$ cat config.mk
export PLATFORM = sky130hd
export DESIGN_NAME = bounce_gen
export DESIGN_NICKNAME = d
export VERILOG_FILES = /design/src/rtl/bounce_gen_pkg.sv /design/src/rtl/bounce_gen_lfsr16.sv /design/src/rtl/bounce_gen.sv
export SDC_FILE = /design/constraint.sdc
export NUM_CORES = 1
export LEC_CHECK = 0
export ABC_AREA = 1
export BUFFER_PORTS_ARGS = -buffer_cell sky130_fd_sc_hd__buf_2
export CAP_MARGIN = 20
export CORE_UTILIZATION = 50
export DETAILED_ROUTE_END_ITERATION = 8
export PLACE_DENSITY = 0.69
export SETUP_SLACK_MARGIN = 0.05
export SLEW_MARGIN = 10
export SYNTH_ARGS = -nofsm -noshare
export SYNTH_HDL_FRONTEND = slang
export SYNTH_SLANG_ARGS = --single-unit
export TNS_END_PERCENT = 100
$ cat constraint.sdc
create_clock -name clk -period 1.5 [get_ports clk]
set_input_delay 0.075 -clock clk [delete_from_list [all_inputs] [get_ports clk]]
set_output_delay 0.075 -clock clk [all_outputs]
set_load 0.005 [all_outputs]
$ cat src/rtl/bounce_gen_pkg.sv
// Shared constants for the contact-bounce emulator: FSM encoding, LFSR shape,
// and the LFSR slice used for random pair counts.
package bounce_gen_pkg;

  localparam int STATE_W = 2;
  typedef logic [STATE_W-1:0] state_t;

  localparam state_t ST_IDLE   = 2'd0;
  localparam state_t ST_BOUNCE = 2'd1;
  localparam state_t ST_SETTLE = 2'd2;

  localparam int            LFSR_W    = 16;
  localparam logic [15:0]   LFSR_MASK = 16'hB400;

  localparam int RAND_PAIRS_MSB = 15;
  localparam int RAND_PAIRS_LSB = 13;
  localparam int RAND_PAIRS_MAX = 8;

  // Galois form, shifting right; feedback taken from bit 0.
  function automatic logic [LFSR_W-1:0] lfsr_next(input logic [LFSR_W-1:0] s);
    return (s >> 1) ^ ({LFSR_W{s[0]}} & LFSR_MASK);
  endfunction

endpackage

$ cat src/rtl/bounce_gen_lfsr16.sv
// Free-running 16-bit Galois LFSR that supplies the bounce timing entropy.
module lfsr16
  import bounce_gen_pkg::*;
#(
  parameter logic [LFSR_W-1:0] SEED = 16'hACE1
) (
  input  logic              clk,
  input  logic              rst,
  output logic [LFSR_W-1:0] o_state
);

  logic [LFSR_W-1:0] state_q;

  always_ff @(posedge clk or posedge rst) begin
    if (rst) state_q <= SEED;
    else     state_q <= lfsr_next(state_q);
  end

  assign o_state = state_q;

endmodule

$ cat src/rtl/bounce_gen.sv
// Contact-bounce emulator: each change of i_level becomes a burst of random-width
// toggles followed by a fixed settle dwell. BOUNCE_GEN_RAND_COUNT_EN randomises the pair count.
//
// state      | meaning
// IDLE       | output follows stored level, watching for i_level change
// BOUNCE     | toggling o_bounce each time the phase timer expires
// SETTLE     | output steady at stored level, counting down the dwell
module bounce_gen
  import bounce_gen_pkg::*;
#(
  parameter int          NUM_BOUNCES     = 4,
  parameter int          BOUNCE_MAX_LOG2 = 10,
  parameter int          SETTLE_CYCLES   = 1000,
  parameter logic [15:0] LFSR_SEED       = 16'hACE1
) (
  input  logic clk,
  input  logic rst,
  input  logic i_level,
  output logic o_bounce,
  output logic o_busy,
  output logic o_settled
);

`ifdef BOUNCE_GEN_RAND_COUNT_EN
  localparam int MAX_PAIRS = RAND_PAIRS_MAX;
`else
  localparam int MAX_PAIRS = NUM_BOUNCES;
`endif
  localparam int TOG_W = $clog2(2 * MAX_PAIRS + 1);
  localparam int TMR_W = BOUNCE_MAX_LOG2 + 1;
  localparam int SET_W = $clog2(SETTLE_CYCLES + 1);

  logic [LFSR_W-1:0] lfsr_q;
  logic [TMR_W-1:0]  phase_len;
  logic [TOG_W-1:0]  tog_load;

  state_t            state_q, state_d;
  logic              level_q, level_d;
  logic              bounce_q, bounce_d;
  logic              settled_q, settled_d;
  logic [TOG_W-1:0]  tog_q, tog_d;
  logic [TMR_W-1:0]  tmr_q, tmr_d;
  logic [SET_W-1:0]  set_q, set_d;

  lfsr16 #(.SEED(LFSR_SEED)) u_lfsr (
    .clk     (clk),
    .rst     (rst),
    .o_state (lfsr_q)
  );

  generate
    if (BOUNCE_MAX_LOG2 == 0) begin : g_fixed_phase
      assign phase_len = TMR_W'(1);
    end else begin : g_rand_phase
      assign phase_len = {1'b0, lfsr_q[BOUNCE_MAX_LOG2-1:0]} + TMR_W'(1);
    end
  endgenerate

`ifdef BOUNCE_GEN_RAND_COUNT_EN
  assign tog_load = TOG_W'({1'b0, lfsr_q[RAND_PAIRS_MSB:RAND_PAIRS_LSB]} + 4'd1) << 1;
`else
  assign tog_load = TOG_W'(2 * NUM_BOUNCES);
`endif

  // Not every LFSR bit feeds the phase/pair slices in every configuration.
  logic unused_lfsr;
  assign unused_lfsr = ^lfsr_q;

  always_comb begin
    state_d   = state_q;
    level_d   = level_q;
    bounce_d  = bounce_q;
    tog_d     = tog_q;
    tmr_d     = tmr_q;
    set_d     = set_q;
    settled_d = 1'b0;
    case (state_q)
      ST_IDLE: begin
        if (i_level != level_q) begin
          level_d  = i_level;
          bounce_d = i_level;
          tog_d    = tog_load;
          tmr_d    = phase_len;
          state_d  = ST_BOUNCE;
        end
      end
      ST_BOUNCE: begin
        if (tmr_q == TMR_W'(1)) begin
          if (tog_q == TOG_W'(1)) begin
            // Even toggle count means this lands on the target level anyway.
            bounce_d = level_q;
            tog_d    = '0;
            tmr_d    = '0;
            set_d    = SET_W'(SETTLE_CYCLES);
            state_d  = ST_SETTLE;
          end else begin
            bounce_d = ~bounce_q;
            tog_d    = tog_q - TOG_W'(1);
            tmr_d    = phase_len;
          end
        end else begin
          tmr_d = tmr_q - TMR_W'(1);
        end
      end
      ST_SETTLE: begin
        set_d = set_q - SET_W'(1);
        if (set_q == SET_W'(1)) begin
          state_d   = ST_IDLE;
          settled_d = 1'b1;
        end
      end
      default: state_d = ST_IDLE;
    endcase
  end

  always_ff @(posedge clk or posedge rst) begin
    if (rst) begin
      state_q   <= ST_IDLE;
      level_q   <= 1'b0;
      bounce_q  <= 1'b0;
      settled_q <= 1'b0;
      tog_q     <= '0;
      tmr_q     <= '0;
      set_q     <= '0;
    end else begin
      state_q   <= state_d;
      level_q   <= level_d;
      bounce_q  <= bounce_d;
      settled_q <= settled_d;
      tog_q     <= tog_d;
      tmr_q     <= tmr_d;
      set_q     <= set_d;
    end
  end

  assign o_bounce  = bounce_q;
  assign o_busy    = (state_q != ST_IDLE);
  assign o_settled = settled_q;

endmodule

### After elaboration in Yosys (flattened, before gate mapping)

Cells that the tools add are included.

| storage, ports and cells | value |
|---|---|
| register bits | 46 |
| input port bits | 3 |
| output and inout bits | 3 |
| word-level logic and storage cells | 55 |

| cells by class | value |
|---|---|
| $add $sub $neg | 4 |
| equality and inequality tests | 10 |
| mux-type cells | 22 |
| bitwise operators | 2 |
| reduce and logical (&&, ||, !) cells | 9 |

Operators with widths:

| cell | count |
|---|---|
| 2-to-1 mux 11 bit | 3 |
| case mux 11 bit (2 select lines) | 1 |
| 2-to-1 mux 10 bit | 2 |
| case mux 10 bit (2 select lines) | 1 |
| bitwise XOR 15 x 16 -> 16 bit | 1 |
| 2-to-1 mux 4 bit | 3 |
| adder 10 x 1 -> 11 bit, second input constant | 1 |
| == test 11 x 1 -> 1 bit, second input constant | 1 |
| subtractor 11 x 1 -> 11 bit, second input constant | 1 |
| == test 10 x 1 -> 1 bit, second input constant | 1 |
| subtractor 10 x 1 -> 10 bit, second input constant | 1 |
| 2-to-1 mux 2 bit | 4 |
| inequality test 2 bit, second input constant | 4 |
| case mux 4 bit (2 select lines) | 1 |
| case mux 2 bit (3 select lines) | 1 |
| AND reduction 3 bit | 2 |
| nonzero test 2 bit | 3 |
| 2-to-1 mux 1 bit | 5 |
| == test 4 x 1 -> 1 bit, second input constant | 1 |
| AND reduction 2 bit | 2 |
| AND reduction 4 bit | 1 |
| subtractor 4 x 1 -> 4 bit, second input constant | 1 |
| == test 2 x 1 -> 1 bit, second input constant | 1 |
| == test 2 bit, second input constant | 1 |
| other kinds (4) | 4 |

### Longest topological paths before layout

| logic depth | value |
|---|---|
| depth in word-level cells | 4 |
| mapped depth | 10 |
| mapped depth without buffers | 10 |

### Cells and area by module

From an unflattened synthesis, not the netlist that was laid out.

| unflattened totals | value |
|---|---|
| cells, all modules | 355 |
| area total of the unflattened synthesis | 2,678.8 µm² |

Modules (own cells, without submodules):

| module | instances | cells each | area an instance (µm²) | sequential area each (µm²) |
|---|---|---|---|---|
| bounce_gen | 1 | 325 | 2,215.9 | 750.7 |
| lfsr16 | 1 | 30 | 462.9 | 410.4 |

### Worst setup path after synthesis

No wires, ideal clock.

| path | value |
|---|---|
| kind | reg2reg |
| from | reg tog_q[1] |
| to | reg set_q[2] |
| setup time | 0.116 ns |
| arrival time | 1.363 ns |
| data required time | 1.384 ns |
| setup slack | 0.021 ns |
| stages on the path, launching flop included | 10 |
| buffers on the path | 0 |
| clock period less this slack | 1.479 ns |
| path through | dfrtp_1 > inv_1 > ha_1 > nand3_1 > inv_1 > nand2_1 > o21ai_4 > inv_2 > a21oi_2 > inv_1 |

| on the way | value |
|---|---|
| cells in the longest elaborated chain, start to end | 3 |

RTL lines:

| what | RTL line | source |
|---|---|---|
| start: declaration | bounce_gen.sv:41 | `logic [TOG_W-1:0] tog_q, tog_d;` |
| start signal: assignment | bounce_gen.sv:130 | `tog_q <= tog_d;` |
| == test 4 x 1 -> 1 bit | bounce_gen.sv:89 | `if (tog_q == TOG_W'(1)) begin` |
| inequality test 2 bit (no line) | - |  |
| AND reduction 3 bit (no line) | - |  |
| end signal: assignment | bounce_gen.sv:132 | `set_q <= set_d;` |
| end: declaration | bounce_gen.sv:43 | `logic [SET_W-1:0] set_q, set_d;` |

Every way passes these cells.
A chain may end at the register's enable or synchronous reset.

### Worst setup path after layout

| path | value |
|---|---|
| from | reg tmr_q[1] |
| to | reg tog_q[2] |

| on the way | value |
|---|---|
| cells in the longest elaborated chain, start to end | 3 |

RTL lines:

| what | RTL line | source |
|---|---|---|
| start: declaration | bounce_gen.sv:42 | `logic [TMR_W-1:0] tmr_q, tmr_d;` |
| start signal: assignment | bounce_gen.sv:131 | `tmr_q <= tmr_d;` |
| == test 11 x 1 -> 1 bit | bounce_gen.sv:88 | `if (tmr_q == TMR_W'(1)) begin` |
| inequality test 2 bit (no line) | - |  |
| AND reduction 3 bit (no line) | - |  |

Every way passes these cells.

==> results.cfg <==
[outcome]
status = finished with violations
violations = negative setup slack

[cts]
numCtsBuffers = 5
cts-root-buf = clkbuf_8
clockBufferDepth = 2
clock_latency_ns = 0.30
clk_pin_slew_worst_paths_ns = 0.09
cts-htree-levels = 2
cts_tree = done
cts_sinks = 46

[final_layout]
finish.instance_area_um2 = 3198
fin_util_pct = 66.39
final_common_cell = nand2_1
diodes = 0
syn2layout_area_growth_pct = 24.62
fin_nets = 370
layout_common_cells = 79 x nand2_1, 36 x dfrtp_1, 31 x nor2_1
n_fill_cell = 411
layout-drive-gt1-share_pct = 30.19

[hold_path]
whs_path_depth = 3
hp-start = i_level
min_to = level_q$_DFFE_PP0P_
hp-class = input port to register

[global_routing]
grt_usage_pct = 22.12
grt.overflow.total = 0
antenna_found_initial = 0
first_global_vias = 2087
grt_pass1_wl_mm = 9.066
grt_max_degree = 19

[synth]
yosysSeqAreaShare_pct = 45.25
ys_top_cells_by_area = dfrtp_1 37%, nand2_1 12%, dfstp_2 8.2%
ys_warn_count = 0
syn_avg_cell_area_um2 = 7.994
ys_ff_latch = 46
netlist_instances = 321
yosys.area.top_type = dfrtp_1
synth_fp_nets = 331
ys_types = 33
synth_top_area_share_pct = 37.06
synth_area_um2 = 2566

[critical_path]
cp_data_arrival_time_ns = 1.74
cp_max_fo = 7
crit_slowest_cell = dfrtp_1
worstPathRequired_ns = 1.69
cp-end-kind = register
timing.rr.end = tog_q[2]$_DFFE_PP0P_
crit_path_start_kind = register
crit_chain = inv_2 > ha_4 > inv_2 > nor3_4 > nand2_2 > nand2_4 > nand2_4 > o21ai_2 > o31ai_2
r2r_start = tmr_q[1]$_DFFE_PP0P_
critPathKind = register to register
ff2ff_path_depth = 9
r2r_slack_ns = -0.05
cp_slowest_stage_delay_ns = 0.41

[sta]
max_slew_margin_pct = 76.25
finalSetupTns_ns = -0.1021
finalWorstPathRequiredPeriod_ns = 1.550
holdWs_ns = 0.01573
timing.fmax_ghz = 0.6453
layout_setup_ws_ns = -0.04966
clock_skew_ns = 0.01041
drv_slew = 0
hold_viol = 0
tightestPinTransition_ns = 0.3558
finalSetupViolations = 4
rsz0062_at_grt = yes
min_period_over_period_pct = 103.3

[pwr]
leakagePower_nw = 1.450
p_per_area_nw_per_um2 = 686.7
power_mw = 2.196
irDropWorstVdd_mv = 0.5117

[routing]
drt-total-wl_mm = 5.343
avgRoutedWirePerCell_um = 12.48
drtPass1Iterations = 4
antenna_left = 0
drc = 0
initialDrtViolationCount = 161
viasPerCell = 5.063
vias = 2167

[place]
placed_cell_area_um2 = 2824
dp_hpwl_mm = 3.835
globalplace.congestion = 0.8617
io_buffers = 5

[die]
rows = 25
ios = 6
fp.dieW_um = 73.64
die-area_um2 = 5423
die_y_um = 73.64
core_um2 = 4817
start_util_pct = 53.27

[job]
cap_viol_max_count = 0
==> metal layers <==
| metal | vias to the layer above | GRT usage [%] | share of wire (%) |
|---|---|---|---|
| li1 | 1103 | - | - |
| met1 | 1016 | 28.77 | 47 |
| met2 | 41 | 37.10 | 48 |
| met3 | 7 | 4.115 | 3.7 |
| met4 | 0 | 7.265 | 1.1 |
| met5 | - | 0 | 0 |
==> worst max-delay path: cells and delay by family, from the launching register on <==
kind	cells	cell delay, ns
AOI/OAI and AO/OA	2	0.22
adders and majority gates	1	0.13
buffers and inverters	2	0.12
DFF	1	0.41
and+or+nand+nor	4	0.56
==> kinds of logic after synthesis <==
group	synth area share [%]
simple gates	29.55
flops	45.25
buf+inv	6.631
compound gates	8.338
xor+xnor	6.826
fa+ha+maj	3.413
==> sequential cells by signal, summed over array words and instances (netlist names) <==
register / flops
tog_q: 4
state_q: 2
tmr_q: 11
set_q: 10
u_lfsr.o_state: 16
level_q: 1
o_settled: 1
o_bounce: 1
==> what timing repair did <==
action	CTS	global route
hold endpoints to repair	11	0
gates cloned	2	0
endpoints found under the setup margin	25	27
gates resized for setup	24	34
hold buffers	1	0
pin swaps	6	13
setup buffers	2	3
==> per-stage QoR <==
| stage | std cells | setup slack [ns] |
|---|---|---|
| after floorplan | 321 | 0.06487 |
| after global placement | 412 | -0.01720 |
| after detailed placement | 412 | -0.05807 |
| after CTS | 425 | -0.02204 |
| after global routing | 428 | -0.1087 |
| final | 428 | -0.04966 |
==> power breakdown <==
| part | switching [mW] | internal, mW | total, mW |
|---|---|---|---|
| Sequential | 0 | 1.24 | 1.24 |
| Combinational | 0.0280 | 0.0108 | 0.0387 |
| Clock | 0.420 | 0.497 | 0.917 |
| Total | 0.448 | 1.75 | 2.20 |
==> area by class of cell <==
cell class                 count  area [um2]  area share (%)
multi-input combinational    235        1444           45.15
sequential                    46        1164           36.39
timing repair buffer          33       245.2           7.668
inverter                      39       151.4           4.734
tap                           67       83.83           2.621
clock buffer                   6       72.57           2.269
clock inverter                 2       37.54           1.174
==> cells in the mapped netlist (all sizes together) <==
cell type / n
a21oi: 7
a31oi: 5
buf: 3
clkinv: 1
dfrtp: 38
dfstp: 8
ha: 7
inv: 38
nand2: 93
nand3: 26
nand3b: 1
nand4: 5
nor2: 45
nor3: 2
o211a: 1
o21a: 1
o21ai: 17
o22ai: 1
o31ai: 2
xnor2: 7
xor2: 13
==> how the worst max path moves through the flow <==
| stage | from | to | slack, ns | cells after the start |
|---|---|---|---|---|
| after floorplan | tog_q[1]$_DFFE_PP0P_ | set_q[2]$_DFFE_PP0P_ | 0.06 | 9 |
| after global placement | tmr_q[1]$_DFFE_PP0P_ | tmr_q[10]$_DFFE_PP0P_ | -0.02 | 10 |
| after detailed placement | tmr_q[1]$_DFFE_PP0P_ | tmr_q[10]$_DFFE_PP0P_ | -0.06 | 10 |
| after CTS | tmr_q[1]$_DFFE_PP0P_ | tmr_q[7]$_DFFE_PP0P_ | -0.02 | 10 |
| after global routing | u_lfsr.o_state[0]$_DFF_PP1_ | tmr_q[10]$_DFFE_PP0P_ | -0.11 | 9 |
| final | tmr_q[1]$_DFFE_PP0P_ | tog_q[2]$_DFFE_PP0P_ | -0.05 | 9 |
(Power assumes the default switching activity.)
